### config.mk
export PLATFORM = sky130hd
export DESIGN_NAME = serial_add_ctrl
export DESIGN_NICKNAME = d
export VERILOG_FILES = /design/src/rtl/serial_add_ctrl.sv
export SDC_FILE = /design/constraint.sdc
export NUM_CORES = 1
export LEC_CHECK = 0
export CORE_UTILIZATION = 52
export CTS_BUF_LIST = sky130_fd_sc_hd__clkbuf_4
export CTS_CLUSTER_DIAMETER = 50
export CTS_CLUSTER_SIZE = 10
export DETAILED_ROUTE_END_ITERATION = 10
export PLACE_DENSITY = 0.82
export SLEW_MARGIN = 5
export SYNTH_ARGS = -nofsm -noshare
export SYNTH_HDL_FRONTEND = slang
export SYNTH_SLANG_ARGS = --single-unit
export TNS_END_PERCENT = 10
### constraint.sdc
create_clock -name clk -period 2.5 [get_ports clk]
set_clock_uncertainty 0.1 [all_clocks]
set_input_delay 0.375 -clock clk [delete_from_list [all_inputs] [get_ports clk]]
set_output_delay 0.375 -clock clk [all_outputs]
set_load 0.05 [all_outputs]
### src/rtl/serial_add_ctrl.sv
// Bit-serial adder controller: one full_adder stepped LSB first, one bit per clock.
// IDLE latches operands on start, ADD walks WIDTH bits, DONE pulses for a single cycle.
module full_adder (
  input  logic i_a,
  input  logic i_b,
  input  logic i_cin,
  output logic o_sum,
  output logic o_cout
);
  assign o_sum  = i_a ^ i_b ^ i_cin;
  assign o_cout = (i_a & i_b) | (i_cin & (i_a ^ i_b));
endmodule

module serial_add_ctrl #(
  parameter int WIDTH = 8
) (
  input  logic             clk,
  input  logic             reset,
  input  logic             start,
  input  logic [WIDTH-1:0] operand_A,
  input  logic [WIDTH-1:0] operand_B,
  input  logic             carry_in,
  output logic             ready,
  output logic             busy,
  output logic             done,
  output logic [WIDTH-1:0] sum,
  output logic             carry_out
);
  localparam int IDXW = $clog2(WIDTH);
  localparam int CNTW = IDXW + 1;

  typedef enum logic [1:0] {
    S_IDLE = 2'd0,
    S_ADD  = 2'd1,
    S_DONE = 2'd2
  } state_t;

  state_t            r_state;
  state_t            w_next;
  logic [WIDTH-1:0]  r_a;
  logic [WIDTH-1:0]  r_b;
  logic [WIDTH-1:0]  r_sum;
  logic              r_carry;
  logic              r_cout;
  logic [CNTW-1:0]   r_cnt;
  logic [IDXW-1:0]   w_idx;
  logic              w_last;
  logic              w_fa_s;
  logic              w_fa_c;

  // The counter carries one spare bit so it can reach WIDTH without wrapping.
  assign w_idx  = r_cnt[IDXW-1:0];
  assign w_last = (r_cnt == CNTW'(WIDTH - 1));

  full_adder u_fa (
    .i_a    (r_a[w_idx]),
    .i_b    (r_b[w_idx]),
    .i_cin  (r_carry),
    .o_sum  (w_fa_s),
    .o_cout (w_fa_c)
  );

  always_ff @(posedge clk) begin
    if (reset) r_state <= S_IDLE;
    else       r_state <= w_next;
  end

  always_comb begin
    w_next = r_state;
    case (r_state)
      S_IDLE:  if (start) w_next = S_ADD;
      S_ADD:   if (w_last) w_next = S_DONE;
      S_DONE:  w_next = S_IDLE;
      default: w_next = S_IDLE;
    endcase
  end

  always_comb begin
    ready = (r_state == S_IDLE);
    busy  = (r_state == S_ADD);
    done  = (r_state == S_DONE);
  end

  // Result bits land directly in the output register, so sum only moves during ADD.
  always_ff @(posedge clk) begin
    if (reset) begin
      r_a     <= '0;
      r_b     <= '0;
      r_sum   <= '0;
      r_carry <= 1'b0;
      r_cout  <= 1'b0;
      r_cnt   <= '0;
    end else begin
      case (r_state)
        S_IDLE: begin
          if (start) begin
            r_a     <= operand_A;
            r_b     <= operand_B;
            r_carry <= carry_in;
            r_cnt   <= '0;
          end
        end
        S_ADD: begin
          r_sum[w_idx] <= w_fa_s;
          r_carry      <= w_fa_c;
          r_cnt        <= r_cnt + CNTW'(1);
          if (w_last) r_cout <= w_fa_c;
        end
        default: ;
      endcase
    end
  end

  assign sum       = r_sum;
  assign carry_out = r_cout;
endmodule

; ---- After elaboration in Yosys (flattened, before gate mapping)
; Index checks and enable logic that the tools add are counted.
[totals]
output_inout_bits = 12
regBits = 32
input_bits = 20
elab_cells = 41
[op_classes]
eq_ne = 5
add_sub_neg = 1
n_mux = 14
order_cmp = 2
n_reduce_logical = 7
n_bitwise = 5
[op_table]
columns = op, n
row1 = $bwmux W8, 1
row2 = $pmux W4 S2, 1
row3 = $reduce_and A2 Y1, 4
row4 = $bmux W1 S3, 2
row5 = $add A4 B1 Y4 const B, 1
row6 = $eq A4 B3 Y1 const B, 1
row7 = $lt A3 B4 Y1 const B, 1
row8 = $mux W1, 4
row9 = $mux W2, 2
row10 = $mux W4, 1
row11 = $pmux W2 S2, 1
row12 = $demux W1 S3, 1
row13 = $ge A3 B1 Y1 const B, 1
row14 = $and A1 B1 Y1, 2
row15 = $eq A2 B1 Y1 const B, 1
row16 = $eq A2 B2 Y1 const B, 1
row17 = $logic_not A2 Y1, 1
row18 = $ne A2 B1 Y1 const B, 1
row19 = $ne A2 B2 Y1 const B, 1
row20 = $pmux W1 S2, 1
row21 = $reduce_bool A2 Y1, 1
row22 = $xor A1 B1 Y1, 2
row23 = $logic_and A1 B1 Y1, 1
row24 = $or A1 B1 Y1, 1

; ---- Depth between registers and ports, before layout
; Gate-level depths: netlist of run 1.
[depth]
depth_word = 6
mapped_depth = 7
mapped_depth_nobuf = 6

; ---- By module
; A second synthesis of run 1 with hierarchy kept.
[unflattened]
hier_cells = 162
hier_area_um2 = 1476.4
[modules_own_cells]
columns = module, seq_area_each_um2, area_per_inst_um2, cells_each, instances
row1 = serial_add_ctrl, 640.6, 1456.4, 161, 1
row2 = full_adder, 0.0, 20.0, 1, 1

; ---- Worst setup path before layout of run 1
; OpenSTA, ideal clock, no wires.
[synth_timing]
path_type = reg-to-reg
start = reg r_cnt[1]
end = reg r_sum[1], in the netlist sum[1]
path_buffers = 1
stages_incl_launch_ff = 7
required_time_ns = 2.275
arrival_ns = 2.014
setup_slack_ns = 0.261
period_less_slack_ns = 2.239
setup_ns = 0.125
path_cell_list = dfxtp_1 -> buf_6 -> mux4_1 -> mux2_2 -> fa_1 -> nand2b_1 -> mux2i_1
[synth_between]
elab_chain_len = 5
elab_cells_between_ends = 12
cone_classes = 2 x order compare / 7 x mux / 2 x bitwise / 1 x reduce/logical
[synth_lines]
columns = item, line_no
row1 = "start, declared", 45  ; logic [CNTW-1:0] r_cnt;
row2 = "start signal, assigned", 106  ; r_cnt <= r_cnt + CNTW'(1);
row3 = "$bmux W1 S3, on equally long branches", "56, 57"
row4 = "$mux W1, on equally long branches", "56, 57"
row5 = $xor A1 B1 Y1 (*) (2 in series), 10  ; assign o_sum = i_a ^ i_b ^ i_cin;
row6 = via u_fa.o_sum, 7  ; output logic o_sum,
row7 = $bwmux W8 (*), 104  ; r_sum[w_idx] <= w_fa_s;
row8 = "end signal, assigned by index", 104
row9 = "end, declared", 42  ; logic [WIDTH-1:0] r_sum;
; The timed path passes the listed nets; every way through them passes the cells marked *. The select of a mux whose other input is x is not followed.
; A chain may end at the register's enable or synchronous reset.

; ---- Worst setup path after layout of run 1
[layout_timing]
start = reg r_cnt[1]
end = reg r_sum[6], in the netlist sum[6]
; Same word-level chain as after synthesis.

==> results.yml, run 1 <==
logic_synthesis:
  synthTopCellsByArea: "dfxtp_1 43%, nand2_1 9.2%, a21oi_1 8.1%, mux4_1 7.1%, mux2i_1 4.7%"
  yosys.area.top_type_share: 0.4339
  ys.warnings.count: 0
  synth_area_per_cell_sq_um: 9.114
  syn_nets: 184
  synth_flop_cell: "dfxtp_1"
  synth_seq_cells: 32
  synth_cell_types: 32
  syn-cell-area_sq_um: 1476
  ys_seq_area_frac: 0.4339
  yosys.area.top_type: "dfxtp_1"
  synthArstFlopShare: 0
  synth_enable_flop_cells: 0
  syn_inst: 162
drt:
  drt_iter0_markers: 43
  wl_per_cell_um: 13.93
  dr.pass1.iters: 4
  via_count: 1202
  antenna_left: 0
  drt-total-wl_mm: 3.134
  vias_per_cell: 5.342
  drc: 0
setup_path:
  crit_family: "multiplexers"
  cp_max_fo: 7
  critPathArrivalTime_ns: 2.56
  reg2reg_to: "sum[6]"
  end_kind: "flip-flop"
  r2r_start: "r_cnt[1]"
  rr_worst_depth: 5
  r2r_slack_ns: 0.08
  critPathMaxStageDelay_ns: 0.59
  crit_slowest_cell: "mux4_1"
  required_ns: 2.64
  start_kind: "flip-flop"
  worstPathCellList: "mux4_1 -> mux2_2 -> fa_1 -> nand2b_1 -> mux2i_1"
  crit_buf_inv: 0
  path_class: "flip-flop to flip-flop"
clock_tree:
  cts_hold_buf: 0
  cts-resized-gates: 1
  clk_latency_ns: 0.32
  clk_pin_slew_ns: 0.09
  clockBufferDepth: 2
  cts-root-buf: "clkbuf_4"
  cts_made_buffers: 5
  cts_tree: "built"
  cts_sinks: 32
  h-tree-depth: 2
  cts_setup_buffers: 0
power_and_ir_drop:
  peakVddDrop_mv: 0.5779
  p_int_mw: 0.7355
  seqPwrFrac: 0.554
  p_sw_mw: 0.2588
  comb_power_share: 0.155
  powerDensity_nw_per_um2: 538.0
  p_clk_frac: 0.291
  netSwitchingFraction: 0.2603
  p_leak_nw: 0.7444
floorplan:
  initial_utilization: 0.5700
  ioPinCount: 32
  die_area_sq_um: 3056
  die_height_um: 55.29
  row_count: 18
  die_w_um: 55.29
  core_sq_um: 2590
min_path:
  whs_endpoint: "r_b[6]"
  hold_depth: 2
  hp-start: "r_b[6]"
  hold_class: "flip-flop to flip-flop"
placed_design:
  gp_congestion: 0.7965
  dp_hpwl_mm: 2.343
  portBuffers: 31
finish:
  final_common_cell: "nand2_1"
  multi_input_area_sq_um: 755.7
  n_fill_cell: 195
  utilization: 0.7135
  final_cell_mix: "36 x nand2_1, 32 x dfxtp_1, 30 x clkdlybuf4s50_1, 24 x a21oi_1, 8 x nand2b_1"
  seq_area_sq_um: 640.6
  nets: 216
  synthToLayoutAreaGrowth_pct: 25.17
  drive_gt1_frac: 0.09744
  antennaDiodeCount: 0
timing:
  hold_viol: 0
  max_slew_margin: 0.6087
  tightest_slew_ns: 0.5857
  finalSetupViolCount: 0
  finalCritPeriodShare: 0.9667
  max_freq_mhz: 413.8
  setup_tns_ns: 0
  layout_min_cycle_time_ns: 2.417
  slew_viol_final: 0
  rsz0062_at_grt: "no"
run_status:
  status: "finished clean"
global_routing:
  grt_max_degree: 18
  grt_first_pass_wirelength_mm: 5.340
  overflow: 0
  grt_pass1_vias: 1183
  antenna_found_initial: 0
  track_usage: 0.2198
flow_run:
  drv_cap: 0
==> per-layer routing <==
| layer | share of wire | wire length (um) | track usage |
|---|---|---|---|
| met1 | 0.45 | 1400 | 0.2689 |
| met2 | 0.52 | 1615 | 0.3752 |
| met3 | 0.034 | 105 | 0.05621 |
| met4 | 0.0038 | 12 | 0.07500 |
| met5 | 0 | 0 | 0 |
==> cells by family after synthesis <==
group	after synthesis	synth area share
AOI/OAI and AO/OA	29	0.1068
adders and majority gates	2	0.02203
buffers and inverters	14	0.05423
DFF	32	0.4339
muxes	14	0.1415
and+or+nand+nor	71	0.2415
==> cell usage after synthesis (all sizes together), types with 2 or more instances <==
| library cell | n |
|---|---|
| nor3b | 4 |
| mux4 | 4 |
| mux2 | 3 |
| nand2 | 36 |
| nand2b | 9 |
| nand3 | 6 |
| nor2b | 3 |
| nor2 | 7 |
| inv | 3 |
| buf | 9 |
| clkbuf | 2 |
| o21ai | 2 |
| mux2i | 7 |
| dfxtp | 32 |
| a21oi | 24 |
==> registers in the layout, indices dropped and copies added (netlist names) <==
signal,count
r_state,2
r_a,8
r_b,8
r_cnt,4
carry_out,1
sum,8
r_carry,1
==> metrics by stage <==
step	std cells	instance area [sq um]	power (mW)	setup WS, ns	hold WS [ns]
4_1_cts	225	1848	1.003	0.08141	0.3589
3_5_place_dp	217	1793	0.7175	0.1079	0.3459
3_3_place_gp	217	1793	0.7098	0.2284	0.3417
2_1_floorplan	162	1476	0.6583	0.2606	0.3315
6_report	225	1848	0.9943	0.08313	0.3577
5_1_grt	225	1848	1.049	0.0006639	0.3863
==> worst min-delay path, stage by stage (launching register included) <==
cell	delay, ns
dfxtp_1	0.32
nand2_1	0.05
a21oi_1	0.05
==> worst max-delay path by stage <==
stage,start,to,depth (start not counted)
global route,r_cnt[1],sum[6],5
floorplan,r_cnt[1],sum[1],6
global placement,r_cnt[1],sum[7],5
CTS,r_cnt[1],sum[6],5
detailed placement,r_cnt[1],sum[6],5
finish,r_cnt[1],sum[6],5
==> power by group through the flow <==
stage	combinational [mW]	sequential [mW]	clock, mW
6_report	0.154	0.551	0.289
5_1_grt	0.168	0.555	0.326
4_1_cts	0.155	0.551	0.297
3_5_place_dp	0.154	0.563	0
3_3_place_gp	0.148	0.562	0
2_1_floorplan	0.101	0.558	0
==> area by class of cell <==
type,count,share of cell area
flip-flops and latches,32,0.3466
inverters,3,0.006093
repair buffers,36,0.1875
multi-input cells,116,0.4089
well taps,30,0.02031
clock inverters,1,0.002031
clock buffers,7,0.02844
(Power assumes the default switching activity.)
==> inputs of run 2 (changes only) <==
- CORE_MARGIN: unset -> 2
==> results.yml, run 2 (same netlist as run 1, synthesis figures left out) <==
run_status:
  status: "finished clean"
finish:
  antennaDiodeCount: 0
  nets: 215
  final_cell_mix: "36 x nand2_1, 31 x dfxtp_1, 30 x clkdlybuf4s50_1, 24 x a21oi_1, 8 x nand2b_1"
  seq_area_sq_um: 641.9
  fin_cells: 225
  drive_gt1_frac: 0.09794
  fin_area_sq_um: 1847
  multi_input_area_sq_um: 755.7
  n_fill_cell: 229
  utilization: 0.6755
  final_common_cell: "nand2_1"
  synthToLayoutAreaGrowth_pct: 25.08
setup_path:
  r2r_start: "r_cnt[2]"
  path_class: "flip-flop to flip-flop"
  required_ns: 2.65
  critPathArrivalTime_ns: 2.51
  startpoint: "r_cnt[2]"
  start_kind: "flip-flop"
  end_kind: "flip-flop"
  cp_max_fo: 14
timing:
  layout_min_cycle_time_ns: 2.357
  finalCritPeriodShare: 0.9427
  setup_ws_ns: 0.1432
  finalSetupViolCount: 0
  slew_viol_final: 0
  hold_viol: 0
  tightest_slew_ns: 0.6399
  hold_ws_ns: 0.3594
  max_freq_mhz: 424.3
  max_slew_margin: 0.5725
  setup_tns_ns: 0
min_path:
  hp-start: "r_b[5]"
  hold_class: "flip-flop to flip-flop"
power_and_ir_drop:
  peakVddDrop_mv: 0.6086
  powerDensity_nw_per_um2: 541.6
  p_leak_nw: 0.7500
  totalPowerFinal_mw: 1.000
placed_design:
  dp_slack_ns: 0.08470
  portBuffers: 31
  dp_hpwl_mm: 2.243
  gp_congestion: 0.8633
  postPlaceCellArea_sq_um: 1787
  dp.cells: 217
global_routing:
  overflow: 0
  grt_pass1_vias: 1198
  track_usage: 0.2127
  antenna_found_initial: 0
  grt_first_pass_wirelength_mm: 5.264
  grt_max_degree: 18
clock_tree:
  clk_latency_ns: 0.33
  cts_sinks: 32
  clockBufferDepth: 2
  h-tree-depth: 2
  clk_pin_slew_ns: 0.09
  cts_made_buffers: 5
  cts_tree: "built"
  cts_hold_buf: 0
  cts-root-buf: "clkbuf_4"
drt:
  drt_iter0_markers: 68
  antenna_left: 0
  dr.pass1.iters: 4
  drt-total-wl_mm: 3.001
  wl_per_cell_um: 13.34
  via_count: 1222
  vias_per_cell: 5.431
  drc: 0
floorplan:
  core_sq_um: 2734
  initial_utilization: 0.5400
  row_count: 19
  die_height_um: 57.29
  die_area_sq_um: 3282
  ioPinCount: 32
  die_w_um: 57.29
flow_run:
  drv_cap: 0
-- run 2: cell count changes in the layout (fill, tap and decap cells not counted), sizes merged --
cell,delta
buf,-1
dlygate4sd2,-1
dlymetal6s2s,+1
-- run 2: cell type report --
cell class,instances,share of cell area
sequential,32,0.3476
clock inverter,1,0.002033
inverter,3,0.006098
clock buffer,7,0.02846
tap,31,0.02100
multi-input combinational,116,0.4092
timing repair buffer,35,0.1856
-- run 2: power breakdown --
group / switching, mW / total [mW] / internal [mW]
clock network: 0.166 / 0.295 / 0.130
logic: 0.0781 / 0.153 / 0.0749
registers: 0.0201 / 0.552 / 0.532
total: 0.264 / 1.00 / 0.736
-- run 2: timing repair --
action | 4_1_cts | 5_1_grt
resized for setup | 0 | 2
buffers inserted | 0 | 0
setup endpoints to repair | 0 | 2
-- run 2: layer usage --
metal / global-route usage / up-vias / share of wire
met3: 0.08163 / 6 / 0.058
met4: 0.08638 / 0 / 0.018
met5: 0 / - / 0
met2: 0.3530 / 31 / 0.49
met1: 0.2471 / 568 / 0.43
li1: - / 617 / -
-- run 2: path summary, 6_finish.rpt --
check / end / slack, ns / depth (start not counted)
min reg2reg: r_b[5] / 0.36 / 2
max reg2reg: sum[4] / 0.14 / 5
min: r_b[5] / 0.36 / 2
max: sum[4] / 0.14 / 5
-- run 2: critical path, stage by stage, from the launching register on --
cell and delay (ns):
dfxtp_1 0.61, mux4_1 0.37, mux2_2 0.29, fa_1 0.54, nand2b_1 0.17, mux2i_1 0.19
